<file path="src/rtl/mult_pkg.sv">
// Shared definitions for the multiplier output path: default product width
// and the occupancy-counter width helper.
package mult_pkg;

  localparam int DEFAULT_DATA_W = 24;

  // Occupancy must represent 0..depth inclusive, hence one bit beyond the address width.
  function automatic int level_width(input int depth);
    return $clog2(depth) + 1;
  endfunction

endpackage

</file>
<file path="src/rtl/mult_fifo_mem.sv">
// Storage array with wrapping read/write pointers for mult_out_fifo.
// Registered write, asynchronous read at the read pointer (show-ahead head).
module mult_fifo_mem
  import mult_pkg::*;
#(
  parameter int DATA_W = DEFAULT_DATA_W,
  parameter int DEPTH  = 4
) (
  input  logic              clk,
  input  logic              rst_n,
  input  logic              wr_en,
  input  logic [DATA_W-1:0] wr_data,
  input  logic              rd_en,
  output logic [DATA_W-1:0] rd_data
);

  localparam int AW = $clog2(DEPTH);

  logic [DATA_W-1:0] r_mem [DEPTH];
  logic [AW-1:0]     r_wr_ptr;
  logic [AW-1:0]     r_rd_ptr;

  // DEPTH is a power of two, so natural pointer overflow is the modulo-DEPTH wrap.
  always_ff @(posedge clk or negedge rst_n) begin
    if (!rst_n) begin
      // NOTE: non-blocking (<=) in clocked blocks so every register samples pre-edge values.
      r_wr_ptr <= '0;
      r_rd_ptr <= '0;
    end else begin
      if (wr_en) r_wr_ptr <= r_wr_ptr + 1'b1;
      if (rd_en) r_rd_ptr <= r_rd_ptr + 1'b1;
    end
  end

  // NOTE: the array is deliberately not reset; validity is tracked by the level counter.
  always_ff @(posedge clk) begin
    if (wr_en) r_mem[r_wr_ptr] <= wr_data;
  end

  assign rd_data = r_mem[r_rd_ptr];

endmodule

</file>
<file path="src/rtl/mult_out_fifo.sv">
// Show-ahead output FIFO for the multiplier pipeline, with sticky drop flag.
// Optional MULT_OUT_FIFO_STATS_EN adds a max_level high-water-mark output.
module mult_out_fifo
  import mult_pkg::*;
#(
  parameter int DATA_W = DEFAULT_DATA_W,
  parameter int DEPTH  = 4
) (
  input  logic                          clk,
  input  logic                          rst_n,
  input  logic                          in_valid,
  input  logic [DATA_W-1:0]             in_data,
  output logic                          out_valid,
  input  logic                          out_ready,
  output logic [DATA_W-1:0]             out_data,
  output logic [level_width(DEPTH)-1:0] level,
`ifdef MULT_OUT_FIFO_STATS_EN
  output logic [level_width(DEPTH)-1:0] max_level,
`endif
  output logic                          overflow
);

  localparam int LVL_W = level_width(DEPTH);
  localparam logic [LVL_W-1:0] FULL_LVL = LVL_W'(DEPTH);

  logic [LVL_W-1:0]  r_level;
  logic [LVL_W-1:0]  w_level_nxt;
  logic              r_overflow;
  logic              w_empty;
  logic              w_full;
  logic              w_push;
  logic              w_pop;
  logic [DATA_W-1:0] w_rd_data;

  assign w_empty = (r_level == '0);
  assign w_full  = (r_level == FULL_LVL);
  assign w_pop   = !w_empty && out_ready;
  // A full FIFO still accepts a word when the head leaves in the same cycle.
  assign w_push  = in_valid && (!w_full || w_pop);

  always_comb begin
    // NOTE: default assignment first so no path through this block infers a latch.
    w_level_nxt = r_level;
    if (w_push && !w_pop)      w_level_nxt = r_level + 1'b1;
    else if (w_pop && !w_push) w_level_nxt = r_level - 1'b1;
  end

  always_ff @(posedge clk or negedge rst_n) begin
    if (!rst_n) begin
      r_level    <= '0;
      r_overflow <= 1'b0;
    end else begin
      r_level <= w_level_nxt;
      if (in_valid && !w_push) r_overflow <= 1'b1;
    end
  end

  mult_fifo_mem #(
    .DATA_W (DATA_W),
    .DEPTH  (DEPTH)
  ) u_mem (
    .clk     (clk),
    .rst_n   (rst_n),
    .wr_en   (w_push),
    .wr_data (in_data),
    .rd_en   (w_pop),
    .rd_data (w_rd_data)
  );

  assign out_valid = !w_empty;
  // Mask the unreset array so out_data reads 0 whenever nothing is stored.
  assign out_data  = w_empty ? '0 : w_rd_data;
  assign level     = r_level;
  assign overflow  = r_overflow;

`ifdef MULT_OUT_FIFO_STATS_EN
  logic [LVL_W-1:0] r_max_level;

  always_ff @(posedge clk or negedge rst_n) begin
    if (!rst_n) begin
      r_max_level <= '0;
    end else if (w_level_nxt > r_max_level) begin
      r_max_level <= w_level_nxt;
    end
  end

  assign max_level = r_max_level;
`endif

endmodule

</file>
<file path="config.mk">
export PLATFORM = sky130hd
export DESIGN_NAME = mult_out_fifo
export DESIGN_NICKNAME = d
export VERILOG_FILES = /design/src/rtl/mult_pkg.sv /design/src/rtl/mult_fifo_mem.sv /design/src/rtl/mult_out_fifo.sv
export SDC_FILE = /design/constraint.sdc
export NUM_CORES = 1
export LEC_CHECK = 0
export CAP_MARGIN = 30
export CORE_MARGIN = 3
export CORE_UTILIZATION = 35
export CTS_BUF_LIST = sky130_fd_sc_hd__clkbuf_8
export DETAILED_ROUTE_END_ITERATION = 10
export HOLD_SLACK_MARGIN = 0.03
export PLACE_DENSITY = 0.66
export SLEW_MARGIN = 20
export SYNTH_ARGS = -nofsm -noshare
export SYNTH_HDL_FRONTEND = slang
export SYNTH_HIERARCHICAL = 1
export SYNTH_SLANG_ARGS = --single-unit
</file>
<file path="constraint.sdc">
create_clock -name clk -period 2.8 [get_ports clk]
set_clock_uncertainty 0.1 [all_clocks]
set_input_delay 0.56 -clock clk [delete_from_list [all_inputs] [get_ports clk]]
set_output_delay 0.56 -clock clk [all_outputs]
set_load 0.02 [all_outputs]
</file>
== After elaboration in Yosys (flattened, before gate mapping) ==
Memories as Yosys holds them, arrays and structs flattened.
Cells that the tools add are included.
Storage, ports and cells
  bits in registers: 8
  RAM bits: 96
  bits of input ports: 28
  output and inout port bits: 29
  word-level logic and storage cells: 27
  memories kept: 1
Cells by class
  $add $sub $neg: 4
  equality and inequality tests: 1
  mux-type cells: 5
  reduce and logical (&&, ||, !) cells: 12
Memory list
  u_mem.r_mem: depth 4, width 24, read ports 1, clocked after Yosys merged registers in 0, write ports 1, RTL line mult_fifo_mem.sv:19  | logic [DATA_W-1:0] r_mem [DEPTH];
Operators with widths (count)
  2-to-1 mux 24 bit: 1
  2-to-1 mux 3 bit: 2
  logical AND 1 bit: 5
  adder 2 x 1 -> 2 bit (second input constant): 2
  logical NOT 1 bit: 4
  adder 3 x 1 -> 3 bit (second input constant): 1
  == test 3 bit (second input constant): 1
  logical NOT 3 bit: 1
  subtractor 3 x 1 -> 3 bit (second input constant): 1
  2-to-1 mux 1 bit: 2
  nonzero test 2 bit: 1
  logical OR 1 bit: 1

== Depth between registers and ports, before layout ==
Gate-level depths: netlist of run 1.
  depth after elaboration: 9
  depth in mapped cells: 10
  depth with buffers taken out: 8

== Modules after synthesis ==
The synthesis of run 1 kept the hierarchy.
Modules (own cells, without submodules)
  mult_fifo_mem: instances 1, cells each 146, area each 3733.6 µm², seq. area each 2982.9 µm²
  mult_out_fifo: instances 1, cells each 45, area each 446.7 µm², seq. area each 100.1 µm²

== Worst setup path after synthesis of run 1 ==
OpenSTA, ideal clock, no wires.
  kind: register to register
  start: register r_level[0], in the netlist level[0]
  end: register r_level[2], in the netlist level[2]
  library setup time: 80 ps
  arrival: 2212 ps
  data required time: 2620 ps
  slack: 408 ps
  stages on the path, launching flop included: 11
  buffers on the path: 2
  period minus slack after synthesis: 2392 ps
  cell sequence: dfrtp_1 > or3_1 > buf_6 > buf_6 > nand2_1 > ha_1 > inv_1 > fa_1 > xor2_1 > nor2_1 > xor2_1
On the way
  word-level cells in the longest chain between the ends: 8
  elaborated cells on any way between the ends: 16
  those cells by class: 2 x add/sub; 1 x eq/ne; 2 x mux; 11 x reduce/logical
RTL lines
  from (decl): RTL line mult_out_fifo.sv:26  | logic [LVL_W-1:0] r_level;
  from (signal assigned): RTL line mult_out_fifo.sv:53  | r_level <= w_level_nxt;
  logical NOT 3 bit *: RTL line mult_out_fifo.sv:35  | assign w_empty = (r_level == '0);
  logical NOT 1 bit *
  via out_valid: RTL line mult_out_fifo.sv:13  | output logic out_valid,
  logical AND 1 bit *: RTL line mult_out_fifo.sv:37  | assign w_pop = !w_empty && out_ready;
  logical OR 1 bit: RTL line mult_out_fifo.sv:39  | assign w_push = in_valid && (!w_full || w_pop);
  logical AND 1 bit: RTL line mult_out_fifo.sv:39
  logical NOT 1 bit: RTL line mult_out_fifo.sv:45  | else if (w_pop && !w_push) w_level_nxt = r_level - 1'b1;
  logical AND 1 bit: RTL line mult_out_fifo.sv:45
  nonzero test 2 bit (no line)
Mark *: on every way through the listed nets, which the timed path passes. The rest lies on a longest branch. The select of a mux whose other input is x is not followed.
A chain may end at the register's enable or synchronous reset.

== Final worst setup path of run 1 ==
  start: register u_mem.r_rd_ptr[0]
  end: output out_data[20]
On the way
  word-level cells in the longest chain between the ends: 2
RTL lines
  from (decl): RTL line mult_fifo_mem.sv:21  | logic [AW-1:0] r_rd_ptr;
  from (signal assigned): RTL line mult_fifo_mem.sv:31  | if (rd_en) r_rd_ptr <= r_rd_ptr + 1'b1;
  memory read (4 x 24 bit)
  via w_rd_data[20]: RTL line mult_out_fifo.sv:33  | logic [DATA_W-1:0] w_rd_data;
  2-to-1 mux 24 bit: RTL line mult_out_fifo.sv:72  | assign out_data = w_empty ? '0 : w_rd_data;
  to (decl): RTL line mult_out_fifo.sv:15  | output logic [DATA_W-1:0] out_data,
The timed path passes the listed nets, and every way through them passes these cells.

==> results of run 1 <==
## report_power, final
part           internal, mW  switching (mW)
Sequential             2.05           0.105
Clock                 0.413           0.486
Combinational          1.14            1.14
Total                  3.60            1.73
## state kept, by name, indices dropped and copies added, names as in the netlist
signal	count
u_mem/r_wr_ptr	2
overflow	1
u_mem/r_rd_ptr	2
level	3
u_mem/r_mem	96
## final cells by class
class                   count  area, um^2  area share
clock buffers               9       123.9     0.02438
repair buffers             67       629.4      0.1239
clock inverters             7       71.32     0.01404
flip-flops and latches    104        3084      0.6070
multi-input cells          74       978.4      0.1926
inverters                   4       15.01    0.002955
well taps                 143       178.9     0.03521
## final timing paths
path / endpoint / slack [ps] / cells after the start
worst max-delay path: out_data[20] / 120 / 4
worst min register to register: overflow / 360 / 1
worst min-delay path: overflow / 360 / 1
worst max register to register: level[2] / 430 / 9
min in group asynchronous: overflow / 380 / 1
max in group asynchronous: u_mem/r_rd_ptr[0] / 1920 / 1
## metal layers
metal  share of wire  global-route usage  vias to the layer above  routed length (um)
li1                -                   -                      889                   -
met1            0.43              0.1390                      985                3037
met2            0.52              0.1894                       39                3682
met3           0.036             0.03368                        9                 252
met4           0.010             0.03521                        0                  72
met5               0                   0                        -                   0
## cell usage after synthesis
cell      count
edfxtp_1     96
mux4_2       18
and2_4       15
dfrtp_1       8
and2_1        7
and2_2        6
mux4_1        6
ha_1          5
inv_1         4
xor2_1        4
buf_2         3
buf_6         3
nand2_1       3
buf_12        2
xnor2_1       2
a21o_1        1
buf_8         1
fa_1          1
mux2_2        1
nor2_1        1
nor2b_1       1
nor4b_1       1
o21ai_0       1
or3_1         1
## logic make-up (layout without fill, tap and decap cells)
group,after synthesis,after routing
and+or+nand+nor,35,35
DFF,104,104
AOI/OAI and AO/OA,2,2
muxes,25,25
buffers and inverters,13,87
xor gates and xnor gates,6,6
adders and majority gates,6,6
## metrics by stage
stage	total power, mW	utilization	instances
global route	5.647	0.4394	408
floorplan	3.829	-	191
finish	5.338	0.4394	408
global placement	4.695	0.4248	392
detailed placement	4.721	0.4248	392
CTS	5.435	0.4394	408
## critical path, stage by stage, from the launching register on
cell	delay, ps
dfrtp_2	400
buf_12	190
mux4_1	580
and2_2	180
dlygate4sd2_1	310
## what timing repair did
action | in CTS | in global routing
setup buffers | 0 | 0
setup endpoints to repair | 24 | 0
resized for setup | 25 | 0
endpoints found under the hold margin | 0 | 0
==> impl_results.md, run 1 <==
- Status: finished clean
- Cells after Synth: around 190
- Critical Setup Path Class: reg2out
- Critical path endpoint category: primary output
- Hold slack final: 358.8 ps
- Final min period: around 2700 ps
- Leading area contributor after synthesis: edfxtp_1
- Initial antenna violation count: 0
- TritonCTS Buffers: 9
- CP required: 2140 ps
- Pwr/cell area: approximately 1100 mW/mm^2
- FF+latch count, synth: 104
- Detailed placer's ending HPWL: 4.336 mm
- Vias post-DR: 1922
- P_leak: 1.783 nW
- RD Place Congestion: slightly above 0.7
- Area share of fa/ha/maj cells after synthesis: 0.01975
- Arrival time worst endpoint: 2020 ps
- Placed cell areas: 0.004912 mm^2
- Vias in the first global route: around 2100
- Die H: 115.3 um
- Avg Synthesized Cell Area: 21.89 um^2
- Largest net degree at the start of global routing: 25
- Starting Density: 0.3615
- First-pass GRT wire length: 10.90 mm
- Initial DRC Count: 123
- Rows: 39
- Final WS setup: between 100 and 150 ps
- Slew Limit Fails: 0
- Commonest non-fill, non-tap cell in the layout: edfxtp_1
- RSZ-0062 raised after global routing: no
- Register area share after synthesis: 0.7375
- Core area: between 0.01 and 0.015 mm^2
- Most frequent cells in the layout: 96 x edfxtp_1, 32 x clkdlybuf4s50_1, 24 x dlygate4sd2_1, 18 x mux4_2, 15 x and2_4
- Clock Path Buffers: 2
- Grt ovf: 0
- Largest family of logic cells by synthesized area: multiplexers
- CP startpoint kind: register
- Count of cell types in the netlist: 24
- Placement Setup Slack: 135.9 ps
- Layout cells sized above 1: 0.2528
- Root Driver: clkbuf_8
- # DRC: 0
- Total GRT Usage: 0.1121
- Fill cells: 1008
- Final worst path period share: 0.9572
- Hold buffer count at CTS: 0
- Simple-gate share of the synthesized area: 0.06136
- Final TNS setup: 0 ps
- CTS tree: done
- Relative slew margins: 0.7271
- Worst-Margin Slew: 409.4 ps
- Final Setup Violations: 0
- H-tree Lvls: 3
- Routed wire length: 7.045 mm
- Nets: 294
- Count of final hold-check violations: 0
- Ys Warns: 6
- Synth Area in Compound Gates: 0.002993
- Clk_lat worst skew: 360 ps
- Area grow syn2layout: 21.55%
- Via-per-instance ratio: 4.711
- Die Wd: between 100 and 150 um
- Worst Setup SP: u_mem/r_rd_ptr[0]
- Max Fclk: 373.1 MHz
- Cell area after layout: slightly above 0.005 mm^2
- Hold Crit Start: overflow
- Fraction of synthesized area in multiplexers: 0.1374
- FF-to-FF Start: level[0]
- Worst vdd ir: just under 0.0004 V
- HP Class: reg2reg
- # clock sinks: 104
- Routed len/inst: 17.27 um
- Post-synth top area share: 0.6896
- TritonRoute pass-1 iters: 4
- Max Cap Violations: 0
- Ranking of synthesized cells by area: edfxtp_1 69%, mux4_2 9.7%, dfrtp_1 4.8%
- Antenna Diode Count: 0
- Port Buffer Count: 56
- Crit-path max FO: 16
- Post-Syn Area: about 0.0042 mm^2
- Clock slew at reported path FFs: 90 ps
- I/O Pins: 57
- Syn Nets: between 200 and 250
- Die area: around 0.013 mm^2
- Post-Synth XOR/XNOR Area: 0.01257
- Routed Antenna Nets: 0
No activity file was read; power rests on OpenSTA's default activity.
==> run 2, diff against run 1 <==
Settings changed: DONT_BUFFER_PORTS from default to 1, PLACE_DENSITY 0.66 to 0.6.
==> run 2 against run 1 <==
Against the previous run:
- wire length is 1.1% lower
- sequential cell count stayed put
- global-route usage hardly changed
- sequential power hardly changed
- critical path depth is 1 lower
- die area stayed put
- clock power is 7.9% higher
- design area is 9.8% lower
- first-iteration DRC count is 39% lower
- final cell count is 13% lower
- critical endpoint is now out_data[6]
- largest cell class unchanged
- largest power group is now registers
==> impl_results.md, run 2 (synthesis results as in run 1) <==
- Starting Density: 0.3615
- Die Wd: ~120 um
- RD Place Congestion: 0.6978
- CP startpoint kind: register
- FF+latch area: 0.003084 mm^2
- Count of final hold-check violations: 0
- Placed cell areas: 0.004362 mm^2
- Post-CTS Setup Bufs: 0
- Final Setup Violations: 0
- Layout cells sized above 1: 0.3239
- Register-to-register setup slack: 460 ps
- Core area: approximately 0.012 mm^2
- Nets: between 200 and 250
- RSZ-0062 raised after global routing: no
- Commonest non-fill, non-tap cell in the layout: edfxtp_1
- FF-to-FF Start: level[2]
- Routed Antenna Nets: 0
- HP Class: in2reg
- Placed cell count: 339
- Area of the multi-input gates: around 1000 um^2
- H-tree Lvls: 3
- Area grow syn2layout: 9.668%
- Antenna Diode Count: 0
- Fill cells: approximately 1000
- Die area: 0.01329 mm^2
- Detailed placer's ending HPWL: 4.658 mm
- Final min period: approximately 2500 ps
- I/O Pins: 57
- Initial DRC Count: 75
- Final worst path period share: 0.8927
- Critical path endpoint category: primary output
- Slew Limit Fails: 0
- Vias post-DR: roughly 1700
- Reg-to-Reg End: level[2]
- Relative slew margins: 0.7062
- Largest net degree at the start of global routing: 26
- Worst-Margin Slew: 439.8 ps
- Arrival time worst endpoint: 1840 ps
- Crit-path max FO: 25
- TritonRoute pass-1 iters: 4
- Hold Path Cell Cnt: 0
- Max Fclk: 400.1 MHz
- First-pass GRT wire length: 10.52 mm
- CP required: approximately 2100 ps
- Hold endpoint: u_mem/r_mem[2][8]
- Pwr/cell area: 1093 mW/mm^2
- Routed len/inst: 19.57 um
- Clk_lat worst skew: 360 ps
- Worst vdd ir: 0.0004651 V
- Clock Path Buffers: 2
- Fin cells: 356
- Status: finished clean
- Routed wire length: 6.966 mm
- P_leak: 1.555 nW
- Most flop-heavy register: u_mem/r_mem
- Final TNS setup: 0 ps
- Clock slew at reported path FFs: 90 ps
- Via-per-instance ratio: 4.831
- Vias in the first global route: 1846
- Root Driver: clkbuf_8
- # DRC: 0
- Grt ovf: 0
- Max Cap Violations: 0
- Rows: 39
- # clock sinks: about 100
- Port Buffer Count: 0
- TritonCTS Buffers: 9
- Hold Crit Start: in_data[8]
- Die H: 115.3 um
- Critical Setup Path Class: reg2out
- Total GRT Usage: 0.1126
- Cell area after layout: approximately 0.0046 mm^2
- R2r worst-path depth: 8
- Resize count post-CTS: 0
- Most frequent cells in the layout: 96 x edfxtp_1, 18 x mux4_2, 15 x and2_4, 14 x buf_4, 9 x clkbuf_8
- Max FFs per register: between 90 and 100
- Worst Setup SP: level[0]
- CTS tree: done
- Initial antenna violation count: 0
run 2: layout make-up:
| type | count | area share |
|---|---|---|
| Sequential cell | 104 | 0.6728 |
| Multi-Input combinational cell | 74 | 0.2134 |
| Tap cell | 143 | 0.03903 |
| Clock buffer | 9 | 0.02702 |
| Timing Repair Buffer | 15 | 0.02511 |
| Clock inverter | 7 | 0.01938 |
| Inverter | 4 | 0.003275 |
run 2: how the worst max path moves through the flow:
| stage | end | slack, ps | cells past startpoint |
|---|---|---|---|
| detailed placement | level[2] | 460 | 8 |
| floorplan | level[2] | 410 | 10 |
| CTS | out_data[17] | 220 | 3 |
| finish | out_data[6] | 300 | 3 |
| global route | out_data[8] | 190 | 3 |
| global placement | level[1] | 450 | 6 |
run 2: power by group:
group / internal (mW) / leakage, nW / total, mW / switching (mW)
sequential: 2.05 / 0.972 / 2.19 / 0.141
clock: 0.497 / 0.112 / 0.970 / 0.473
combinational: 0.812 / 0.471 / 1.84 / 1.03
total: 3.36 / 1.55 / 5.01 / 1.65
run 2: critical path, stage by stage, from the launching register on:
cell	delay [ps]
dfrtp_1	520
or3_1	430
buf_4	240
and2_1	270
run 2: metrics by stage:
stage               setup slack, ps  utilization  hold WS (ps)  power (mW)
floorplan                     408.1            -         164.4       3.829
global placement              453.2       0.3772         164.6       4.095
detailed placement            460.9       0.3772         164.7       4.137
CTS                           224.4       0.3964         144.2       5.125
global route                  192.7       0.3964         137.2       5.302
finish                        300.4       0.3964         180.4       5.009
run 2: layer usage:
layer,GRT usage,vias up,wire length (um)
li1,-,785,-
met1,0.1231,883,2709
met2,0.1867,39,3651
met3,0.04632,13,435
met4,0.06103,0,169
met5,0,-,0
run 2: what timing repair did:
| item | CTS | global route |
|---|---|---|
| hold buffers | 1 | 0 |
| endpoints found under the setup margin | 0 | 0 |
| endpoints found under the hold margin | 8 | 0 |
